File: src/rtl/obj_detect_tx.sv
// rtl/obj_detect_tx.sv - serial transmitter for an 8-flag detector snapshot.
// Sends start, 8 data bits LSB first, an even-parity bit and a stop bit when the snapshot changes or on request.
module obj_detect_tx #(
    parameter int CLKS_PER_BIT = 16
) (
    input  logic clk,
    input  logic reset,
    input  logic front_detected,
    input  logic left_detected,
    input  logic right_detected,
    input  logic back_detected,
    input  logic front_right_detected,
    input  logic front_left_detected,
    input  logic back_right_detected,
    input  logic back_left_detected,
    input  logic force_send,
    output logic tx_serial,
    output logic tx_busy,
    output logic frame_done
);

    typedef enum logic [2:0] {
        S_IDLE,
        S_START,
        S_DATA,
        S_PARITY,
        S_STOP
    } state_t;

    localparam logic [15:0] LP_LAST = 16'(CLKS_PER_BIT - 1);

    state_t      r_state;
    logic [7:0]  r_snap;
    logic [7:0]  r_shadow;
    logic [7:0]  r_last_sent;
    logic        r_pend;
    logic [15:0] r_cnt;
    logic [2:0]  r_bit_idx;
    logic        r_tx;

    state_t      w_state_nxt;
    logic [7:0]  w_flags;
    logic [7:0]  w_shadow_nxt;
    logic [7:0]  w_last_nxt;
    logic        w_pend_nxt;
    logic [15:0] w_cnt_nxt;
    logic [2:0]  w_bit_nxt;
    logic [2:0]  w_bit_inc;
    logic        w_tx_nxt;
    logic        w_bit_end;
    logic        w_frame_done;

    assign w_flags = {back_left_detected, back_right_detected,
                      front_left_detected, front_right_detected,
                      back_detected, right_detected,
                      left_detected, front_detected};

    assign w_bit_end = (r_cnt == LP_LAST);
    assign w_bit_inc = r_bit_idx + 3'd1;

    assign tx_serial  = r_tx;
    assign tx_busy    = (r_state != S_IDLE);
    assign frame_done = w_frame_done;

    always_ff @(posedge clk) begin
        if (!reset) begin
            r_state     <= S_IDLE;
            r_snap      <= 8'd0;
            r_shadow    <= 8'd0;
            r_last_sent <= 8'd0;
            r_pend      <= 1'b0;
            r_cnt       <= 16'd0;
            r_bit_idx   <= 3'd0;
            r_tx        <= 1'b1;
        end else begin
            r_state     <= w_state_nxt;
            r_snap      <= w_flags;
            r_shadow    <= w_shadow_nxt;
            r_last_sent <= w_last_nxt;
            r_pend      <= w_pend_nxt;
            r_cnt       <= w_cnt_nxt;
            r_bit_idx   <= w_bit_nxt;
            r_tx        <= w_tx_nxt;
        end
    end

    always_comb begin
        w_state_nxt  = r_state;
        w_shadow_nxt = r_shadow;
        w_last_nxt   = r_last_sent;
        w_pend_nxt   = r_pend | force_send;
        w_cnt_nxt    = w_bit_end ? 16'd0 : r_cnt + 16'd1;
        w_bit_nxt    = r_bit_idx;
        w_tx_nxt     = r_tx;
        w_frame_done = 1'b0;

        case (r_state)
            S_IDLE: begin
                w_cnt_nxt = 16'd0;
                w_bit_nxt = 3'd0;
                w_tx_nxt  = 1'b1;
                // A force_send landing on the launch edge is satisfied by this frame.
                if ((r_snap != r_last_sent) || r_pend) begin
                    w_state_nxt  = S_START;
                    w_shadow_nxt = r_snap;
                    w_last_nxt   = r_snap;
                    w_pend_nxt   = 1'b0;
                    w_tx_nxt     = 1'b0;
                end
            end
            S_START: begin
                if (w_bit_end) begin
                    w_state_nxt = S_DATA;
                    w_bit_nxt   = 3'd0;
                    w_tx_nxt    = r_shadow[0];
                end
            end
            S_DATA: begin
                if (w_bit_end) begin
                    if (r_bit_idx == 3'd7) begin
                        w_state_nxt = S_PARITY;
                        w_tx_nxt    = ^r_shadow;
                    end else begin
                        w_bit_nxt = w_bit_inc;
                        w_tx_nxt  = r_shadow[w_bit_inc];
                    end
                end
            end
            S_PARITY: begin
                if (w_bit_end) begin
                    w_state_nxt = S_STOP;
                    w_tx_nxt    = 1'b1;
                end
            end
            S_STOP: begin
                w_tx_nxt = 1'b1;
                if (w_bit_end) begin
                    w_state_nxt  = S_IDLE;
                    w_frame_done = 1'b1;
                end
            end
            default: begin
                w_state_nxt = S_IDLE;
                w_tx_nxt    = 1'b1;
            end
        endcase
    end

endmodule

File: config.mk
export PLATFORM = sky130hd
export DESIGN_NAME = obj_detect_tx
export DESIGN_NICKNAME = d
export VERILOG_FILES = /design/src/rtl/obj_detect_tx.sv
export SDC_FILE = /design/constraint.sdc
export NUM_CORES = 1
export LEC_CHECK = 0
export CAP_MARGIN = 25
export CORE_MARGIN = 3
export CORE_UTILIZATION = 30
export CTS_CLUSTER_DIAMETER = 40
export DETAILED_ROUTE_END_ITERATION = 8
export PLACE_DENSITY = 0.47
export SETUP_SLACK_MARGIN = 0.05
export SYNTH_ARGS = -nofsm -noshare
export SYNTH_HDL_FRONTEND = slang
export SYNTH_SLANG_ARGS = --single-unit
File: constraint.sdc
create_clock -name clk -period 1.8 [get_ports clk]
set_input_delay 0.36 -clock clk [delete_from_list [all_inputs] [get_ports clk]]
set_output_delay 0.36 -clock clk [all_outputs]
set_load 0.1 [all_outputs]
==> results of run 1 <==
[timing repair]
item | in CTS | in global routing
endpoints found under the setup margin | 2 | 7
pin swaps | 6 | 2
buffers inserted | 4 | 0
resized for setup | 5 | 9
cloned | 0 | 0
[report_power, final]
group	switching, mW	leakage, nW	internal (mW)
Clock	0.320	0.0541	0.410
Sequential	0.0362	0.329	0.922
Combinational	0.226	0.616	0.203
[layer usage]
layer | global-route usage (%) | vias to the layer above | part of all wire (%)
met2 | 15.1 | 16 | 41
met5 | 0 | - | 0
met1 | 15.2 | 648 | 55
met4 | 3.82 | 0 | 1.3
met3 | 2.55 | 5 | 2.7
li1 | - | 761 | -
[critical path, delay by kind of cell, from the launching register on]
family	cells	cell delay [ns]
AND/OR/NAND/NOR	3	0.62
buffers and inverters	1	0.18
flip-flops	1	0.35
[cell usage in the layout (no fill, tap or decap), types with 2 or more instances in the layout]
master / Yosys / final
dfxtp_1: 40 / 35
nor2_1: 24 / 22
buf_4: 0 / 21
xor2_1: 19 / 19
xnor2_1: 11 / 11
mux2i_1: 11 / 11
nand3_1: 11 / 11
nor2b_1: 10 / 10
clkdlybuf4s50_1: 0 / 10
nand2_1: 9 / 9
and2_1: 9 / 9
and3_1: 6 / 5
clkbuf_8: 0 / 5
nand2b_1: 4 / 4
buf_12: 0 / 4
dfxtp_2: 0 / 4
nor4_4: 3 / 3
o21ai_0: 4 / 3
inv_1: 3 / 3
nor3_1: 3 / 3
ha_1: 3 / 3
or3_4: 1 / 2
a21o_1: 2 / 2
[final cells by class]
cell class / instances / area (sq um) / area share (%)
clock inverter: 3 / 42.5 / 1.68
multi-input combinational: 152 / 1170 / 46.2
tap: 75 / 93.8 / 3.70
inverter: 3 / 11.3 / 0.444
sequential: 40 / 810 / 31.9
clock buffer: 5 / 68.8 / 2.71
timing repair buffer: 35 / 338 / 13.3
[cells by family (layout without fill, tap and decap cells)]
| logic type | after synthesis | count (layout) | share of synthesized area, % |
|---|---|---|---|
| xor+xnor | 30 | 30 | 13.4 |
| simple gates | 89 | 89 | 27.3 |
| compound gates | 17 | 17 | 7.07 |
| fa+ha+maj | 3 | 3 | 1.91 |
| buf+inv | 11 | 46 | 2.29 |
| flops | 40 | 40 | 40.7 |
| mux | 13 | 13 | 7.32 |
[flip-flops by register name (all words and copies together) (netlist names)]
register and cells:
r_bit_idx 3, r_snap 8, tx_serial 1, r_state 3, r_last_sent 8, r_pend 1, r_cnt 16
[stage by stage]
| stage | TNS, ns | util [%] |
|---|---|---|
| after floorplan | 0 | - |
| after global placement | 0 | 38.3 |
| after detailed placement | 0 | 38.3 |
| after CTS | -0.0576 | 40.8 |
| after global routing | -0.249 | 41.3 |
| final | 0 | 41.3 |
[worst max-delay path by stage]
stage | endpoint | slack [ns] | start | cells past startpoint
CTS | frame_done | -0.04 | r_cnt[14] | 4
finish | frame_done | 0.002 | r_cnt[7] | 4
global route | frame_done | -0.08 | r_cnt[12] | 4
floorplan | frame_done | 0.01 | r_cnt[0] | 4
detailed placement | r_bit_idx[1] | 0.07 | r_cnt[1] | 6
global placement | r_bit_idx[1] | 0.10 | r_cnt[1] | 6
==> run metrics, run 1 <==
DRC viols=0; Syn Area/Cell=9.68 sq um; Clock Skew=0.00690 ns; CP endpoint kind=output pin; Hold/Removal Path Class=reg2reg; R2R cell count=7; # fillers=594; die width=86.9 um; first-pass GRT wire length=roughly 6.4 mm; Hold WS=0.476 ns; core area=6130 sq um; Crit Reg-Reg Startpoint=r_cnt[7]; Post-synth EDFFs=0; post-route setup slack=0.00187 ns; Yosys warnings=0; Clk pin slew, worst setup/hold paths=0.08 ns; Tot GR Track Use=approximately a tenth; design area=2530 sq um; Yosys cell types=40; HPWL after DPL=2.66 mm; cell count after synthesis=203; non-filler cells, final=313; final net count=251; antenna-violating nets left=0; Pwr per Cell Area=~840 nW/um^2; placement row count=28; routed vias/inst=4.57; n_diodes=0; post-synth top area share=40.7%; Syn Std Cell Area=1970 sq um; top cells by area, synth=dfxtp_1 41%, xor2_1 8.5%, mux2i_1 5.6%; largest net degree at the start of global routing=26; Hold Fails Final Rpt=0; initial antenna violation count=0; CTS buffer count=5; clock root cell=clkbuf_8; area grow syn2layout=29.0%; Vias=1430; Post-CTS Hold Buffers=0; crit path kind=reg2out; worst-path cell chain=nor4_4, nand4_4, nor2_4, buf_12; Initial Util=32.1%; critical path arrival=around 1.4 ns; Slew HR=between 70 and 80%; CTS tree=yes; grt total ovfl=0; clock period minus final worst setup slack=~1.8 ns; die height=86.9 um; share of post-route cells with drive strength above 1=approximately a quarter; Main synth FF type=dfxtp_1; DRT Pass-1 Iters=4; Tcrit/Tclk final=99.9%; Slew @ Worst Pin=0.422 ns; Tot Pwr=between 2 and 2.5 mW; Post-synth top cells=40 x dfxtp_1, 24 x nor2_1, 19 x xor2_1; Leak Pwr=1.00 nW; slowest CP cell=dfxtp_2; element type at the critical path start=flip-flop; Placed Cells=301; Hold EP=r_bit_idx[1]; clk sinks=40; pre-CTS setup slack=0.0740 ns; post-synthesis sequential area ratio=about two fifths; syn_nets=about 220; Max Cap Violations=0; Worst-Skew Late Latency=0.29 ns; Placer Congestion=0.741; total wire length=3.65 mm; DP Area=2350 sq um; #FFs+latches synth=40; RSZ-0062 raised after global routing=true; vias in the first global route=1351; Final setup viols=0; clk buf depth=2; Worst EP required=1.44 ns; r2r endpoint=r_bit_idx[1]; CTS H-tree lvls=2; asr flop ratio synth=0%; reg2reg setup slack=0.01 ns; delay of the slowest critical-path stage=0.35 ns; WHS Path Cells=2; die area=7560 sq um; PortBufs=13; hold_sp=r_bit_idx[1]; Fmax=556 MHz; cell taking the most area after synthesis=dfxtp_1; outcome=finished, final reports clean; I/O pin count=14; count leader, synth=dfxtp_1; worst-path fanout max=4; Slew Viols, Final=0; worst IR drop on VDD=0.341 mV; initial DRC count=37; drt wl/cell=about 12 um
No activity file was read; power rests on OpenSTA's default activity.
==> inputs of run 2 (changes only) <==
--- a/config.mk
+++ b/config.mk
@@ -10,8 +10,10 @@
 export CORE_UTILIZATION = 30
 export CTS_CLUSTER_DIAMETER = 40
 export DETAILED_ROUTE_END_ITERATION = 8
-export PLACE_DENSITY = 0.47
+export GPL_TIMING_DRIVEN = 0
+export PLACE_DENSITY = 0.45
 export SETUP_SLACK_MARGIN = 0.05
+export SKIP_LAST_GASP = 1
 export SYNTH_ARGS = -nofsm -noshare
 export SYNTH_HDL_FRONTEND = slang
 export SYNTH_SLANG_ARGS = --single-unit
==> constraint.sdc (replaced) <==
create_clock -name clk -period 1.75 [get_ports clk]
set_input_delay 0.35 -clock clk [delete_from_list [all_inputs] [get_ports clk]]
set_output_delay 0.35 -clock clk [all_outputs]
set_load 0.1 [all_outputs]
==> run 2 against run 1 <==
  * The run now ends with setup timing left
  * Cell area is 1.2% lower
  * Combinational power is 2% higher
  * Sequential power is 2.9% higher
  * Register-to-register slack worse by 0.10 ns
  * Core utilization is 0.51 points lower
  * Via count is 2.3% lower
  * Sequential cell count stayed put
  * Worst setup slack worse by 0.10 ns
  * Count of clock-buffer cells in the layout is 2 higher
  * Critical path depth is 1 higher
  * Critical endpoint unchanged
  * Largest cell class unchanged
  * Highest routed layer unchanged
==> run metrics, run 2 (synthesis results as in run 1) <==
initial DRC count=48; HPWL after DPL=2.63 mm; Clock Skew=0.00510 ns; Biggest register=r_cnt; die area=between 7000 and 8000 sq um; element type at the critical path start=flip-flop; Crit. path cell count=5; Comb pwr share=21.1%; Pint=1.47 mW; Net Switching=between 0.6 and 0.7 mW; Hold Fails Final Rpt=0; CTS H-tree lvls=2; CP bufs+invs=1; Pwr per Cell Area=roughly 830 nW/um^2; R2R cell count=7; area grow syn2layout=27.4%; Hold EP=r_cnt[0]; Slew HR=between 60 and 70%; Crit Reg-Reg Startpoint=r_cnt[1]; first-pass GRT wire length=6.72 mm; vias in the first global route=1419; Slew Viols, Final=0; WHS Path Cells=1; post-route setup slack=-0.100 ns; Vias=1397; Placer Congestion=0.757; hold_sp=r_cnt[0]; worst-path fanout max=4; max reg flops=16; placement row count=28; largest registers=r_cnt (16), r_last_sent (8), r_snap (8); Slew @ Worst Pin=0.541 ns; clock period minus final worst setup slack=1.85 ns; failing checks=setup timing; reg2reg setup slack=-0.09 ns; CTS tree=yes; routed vias/inst=about 4.6; delay of the slowest critical-path stage=roughly 0.37 ns; n_diodes=0; design area=around 2500 sq um; DRC viols=0; Worst-Skew Late Latency=0.29 ns; clk buf depth=2; antenna-violating nets left=0; switch share=29.1%; Top Family by Delay on Critical Path=simple AND/OR/NAND/NOR gates; clock root cell=clkbuf_8; final net count=244; Tot Pwr=2.07 mW; PortBufs=13; clk sinks=40; Clk pin slew, worst setup/hold paths=0.08 ns; Fmax=about 540 MHz; total wire length=3.83 mm; die height=86.9 um; CP endpoint kind=output pin; CTS buffer count=5; Final setup viols=4; Max Cap Violations=0; share of post-route cells with drive strength above 1=24.2%; Initial Util=between 30% and 40%; drt wl/cell=12.5 um; r2r endpoint=r_bit_idx[1]; core area=6130 sq um; I/O pin count=14; DRT Pass-1 Iters=4; initial antenna violation count=0; grt total ovfl=0; RSZ-0062 raised after global routing=true; DP Area=2210 sq um; commonest non-fill, non-tap cell in the layout=dfxtp_1; slowest CP cell=dfxtp_2; commonest cells after routing, fill and taps aside=31 x dfxtp_1, 22 x nor2_1, 19 x xor2_1, 11 x xnor2_1, 11 x mux2i_1; critical path arrival=roughly 1.5 ns; worst-path cell chain=ha_4, and3_4, nand4_4, nor2_4, buf_12; crit path kind=reg2out; die width=86.9 um; setup_tns=-0.279 ns; Leak Pwr=0.942 nW; Tot GR Track Use=between 10% and 20%; Hold/Removal Path Class=reg2reg; Worst EP required=1.40 ns; outcome=complete, but fails checks; Post-CTS Hold Buffers=0; largest net degree at the start of global routing=13; Clk network pwr share=31.3%; Tcrit/Tclk final=106%; worst IR drop on VDD=0.370 mV; Sequential Power Share=a little under half
run 2: changes by cell type in the layout (fill, tap and decap cells not counted), sizes merged:
cell | previous run | this run
buf | 25 | 12
bufinv | 1 | 0
clkbuf | 5 | 12
clkdlybuf4s15 | 0 | 1
clkinv | 1 | 0
run 2: per-layer routing:
layer / wire (um) / up-vias / GRT usage [%]
li1: - / 745 / -
met3: 134 / 6 / 3.60
met2: 1520 / 23 / 16.1
met5: 0 / - / 0
met1: 2110 / 623 / 15.9
met4: 68 / 0 / 4.39
run 2: what timing repair did:
action                                  in CTS  in global routing
endpoints found under the setup margin      18                 20
setup buffers                                6                  2
pin swaps                                    9                  5
resized for setup                           39                 17
run 2: stage by stage:
stage / hold slack (ns) / util, % / setup WS (ns) / std cells
2_1_floorplan: 0.404 / - / 0.000325 / 203
3_3_place_gp: 0.421 / 36.0 / -0.833 / 291
3_5_place_dp: 0.421 / 36.0 / -0.849 / 291
4_1_cts: 0.458 / 39.8 / -0.145 / 305
5_1_grt: 0.470 / 40.8 / -0.194 / 306
6_report: 0.448 / 40.8 / -0.100 / 306
run 2: power by group through the flow:
stage,Sequential (mW),Clock (mW),Combinational (mW)
2_1_floorplan,1.03,0,0.272
3_3_place_gp,1.01,0,0.391
3_5_place_dp,1.01,0,0.391
4_1_cts,0.986,0.686,0.415
5_1_grt,0.993,0.719,0.479
6_report,0.986,0.648,0.438
run 2: area by class of cell:
type / count / area (sq um)
Clock inverter: 1 / 7.51
Clock buffer: 7 / 86.3
Fill cell: 609 / 3630
Buffer: 7 / 50.0
Timing Repair Buffer: 21 / 224
Tap cell: 75 / 93.8
Multi-Input combinational cell: 152 / 1220
Sequential cell: 40 / 815
Inverter: 3 / 11.3
run 2: worst reg2reg max path, stage by stage, from the launching register on:
cell and delay [ns]:
dfxtp_2 0.37, ha_4 0.15, and3_4 0.20, nand4_4 0.16, buf_12 0.18, or3_4 0.34, a21oi_4 0.19, mux2i_1 0.19
run 2: worst max-delay path by stage:
stage / from / to / slack [ns]
after global routing: r_cnt[15] / r_bit_idx[2] / -0.19
after CTS: r_cnt[15] / frame_done / -0.14
final: r_cnt[1] / frame_done / -0.10
after global placement: r_cnt[1] / frame_done / -0.83
after floorplan: r_cnt[1] / frame_done / 0.0003
after detailed placement: r_cnt[1] / frame_done / -0.85
==> inputs of run 3 (changes only) <==
--- a/config.mk
+++ b/config.mk
@@ -7,13 +7,12 @@
 export LEC_CHECK = 0
 export CAP_MARGIN = 25
 export CORE_MARGIN = 3
-export CORE_UTILIZATION = 30
+export CORE_UTILIZATION = 50
 export CTS_CLUSTER_DIAMETER = 40
 export DETAILED_ROUTE_END_ITERATION = 8
 export GPL_TIMING_DRIVEN = 0
-export PLACE_DENSITY = 0.45
+export PLACE_DENSITY = 0.69
 export SETUP_SLACK_MARGIN = 0.05
-export SKIP_LAST_GASP = 1
 export SYNTH_ARGS = -nofsm -noshare
 export SYNTH_HDL_FRONTEND = slang
 export SYNTH_SLANG_ARGS = --single-unit
==> run 3 against run 2 <==
  * The run still ends with setup timing left
  * Via count rose by 6.2%
  * Sequential power about the same
  * Clock skew grew 0.0017 ns
  * Clock power rose by 21%
  * Non-clock buffer count grew 2
  * Combinational power about the same
  * Critical endpoint is now r_bit_idx[2]
  * Largest power group unchanged
==> run metrics, run 3 (synthesis results as in run 1) <==
outcome=complete, but fails checks; Hold/Removal Path Class=reg2reg; I/O pin count=14; worst-path fanout max=6; first-pass GRT wire length=roughly 6.7 mm; drt wl/cell=14.2 um; DP Area=2170 sq um; core area=3720 sq um; antenna-violating nets left=0; commonest cells after routing, fill and taps aside=31 x dfxtp_1, 22 x nor2_1, 19 x xor2_1; Clk pin slew, worst setup/hold paths=0.08 ns; DRC viols=0; final net count=246; Leak Pwr=0.969 nW; DRT Pass-1 Iters=4; Biggest register=r_cnt; grt total ovfl=0; n_diodes=0; failing checks=setup timing; share of post-route cells with drive strength above 1=26.2%; initial antenna violation count=0; Slew Viols, Final=0; clk buf depth=2; initial DRC count=76; Initial Util=52.9%; worst IR drop on VDD=0.422 mV; max reg flops=16; CTS buffer count=5; clock period minus final worst setup slack=1.83 ns; HPWL after DPL=2.78 mm; post-route setup slack=-0.0817 ns; vias in the first global route=1456; die height=68.7 um; die area=4720 sq um; CTS tree=yes; commonest non-fill, non-tap cell in the layout=dfxtp_1; design area=around 2500 sq um; Tcrit/Tclk final=105%; Vias=1484; CP startpoint=r_cnt[14]; largest net degree at the start of global routing=14; Tot GR Track Use=19.2%; clk sinks=40; area grow syn2layout=27.8%; placement row count=22; Clock Skew=between 0.006 and 0.007 ns; die width=68.7 um; CTS H-tree lvls=2; total wire length=3.99 mm; Hold Fails Final Rpt=0; Worst-Skew Late Latency=0.29 ns; CP endpoint kind=flip-flop; Pwr per Cell Area=between 800 and 900 nW/um^2; critical path arrival=2.05 ns; Worst EP required=1.97 ns; Final setup viols=4; Fmax=546 MHz; RSZ-0062 raised after global routing=true; element type at the critical path start=flip-flop; largest registers=r_cnt (16), r_last_sent (8), r_snap (8); Post-CTS Hold Buffers=0; Placer Congestion=0.835; crit path kind=reg2reg; Crit Reg-Reg Startpoint=r_cnt[14]; hold_sp=r_bit_idx[1]; Slew @ Worst Pin=0.541 ns; PortBufs=13; Slew HR=64.1%; routed vias/inst=5.28; clock root cell=clkbuf_8; Max Cap Violations=0; setup_tns=-0.204 ns
==> run 3: cell type report <==
cell class | count | area (sq um)
Buffer | 7 | 41.3
Clock buffer | 6 | 82.6
Clock inverter | 2 | 38.8
Fill cell | 301 | 1200
Inverter | 3 | 11.3
Multi-Input combinational cell | 152 | 1220
Sequential cell | 40 | 815
Tap cell | 48 | 60.1
Timing Repair Buffer | 23 | 239
==> run 3: where the power goes <==
part / internal (mW) / switching (mW) / leakage [nW] / total (mW)
sequential: 0.950 / 0.0384 / 0.331 / 0.988
clock: 0.466 / 0.315 / 0.0614 / 0.781
combinational: 0.192 / 0.245 / 0.576 / 0.437
total: 1.61 / 0.599 / 0.969 / 2.21
==> run 3: layer usage <==
layer	track usage [%]	vias up	part of all wire, %
li1	-	747	-
met1	22.3	720	43
met2	34.9	11	54
met3	4.38	6	2.1
met4	5.84	0	1.3
met5	0	-	0
==> run 3: per-stage QoR <==
stage          cells  total power, mW  hold WS (ns)  setup WS [ns]  util [%]
2_1_floorplan    203             1.31         0.404       0.000325         -
3_3_place_gp     264             1.39         0.415         -0.809      58.5
3_5_place_dp     264             1.40         0.445         -0.857      58.5
4_1_cts          279             2.22         0.459        -0.0921      65.6
5_1_grt          281             2.31         0.515         -0.178      67.6
6_report         281             2.21         0.477        -0.0817      67.6
==> run 3: worst max-delay path, stage by stage, from the launching register on <==
cell and delay, ns:
dfxtp_2 0.35, nor4_4 0.32, nand4_4 0.17, buf_12 0.17, or3_4 0.35, a21oi_4 0.19
mux2i_1 0.20
==> run 3: worst paths after layout <==
path              cells after the start  slack, ns      endpoint
setup reg to reg                      6      -0.08  r_bit_idx[2]
hold / removal                        2       0.48  r_bit_idx[1]
hold reg to reg                       2       0.48  r_bit_idx[1]
setup / recovery                      6      -0.08  r_bit_idx[2]
==> run 3: what timing repair did <==
item | 4_1_cts | 5_1_grt
setup buffers | 7 | 3
setup endpoints to repair | 23 | 13
gates resized for setup | 40 | 18
pin swaps | 8 | 9
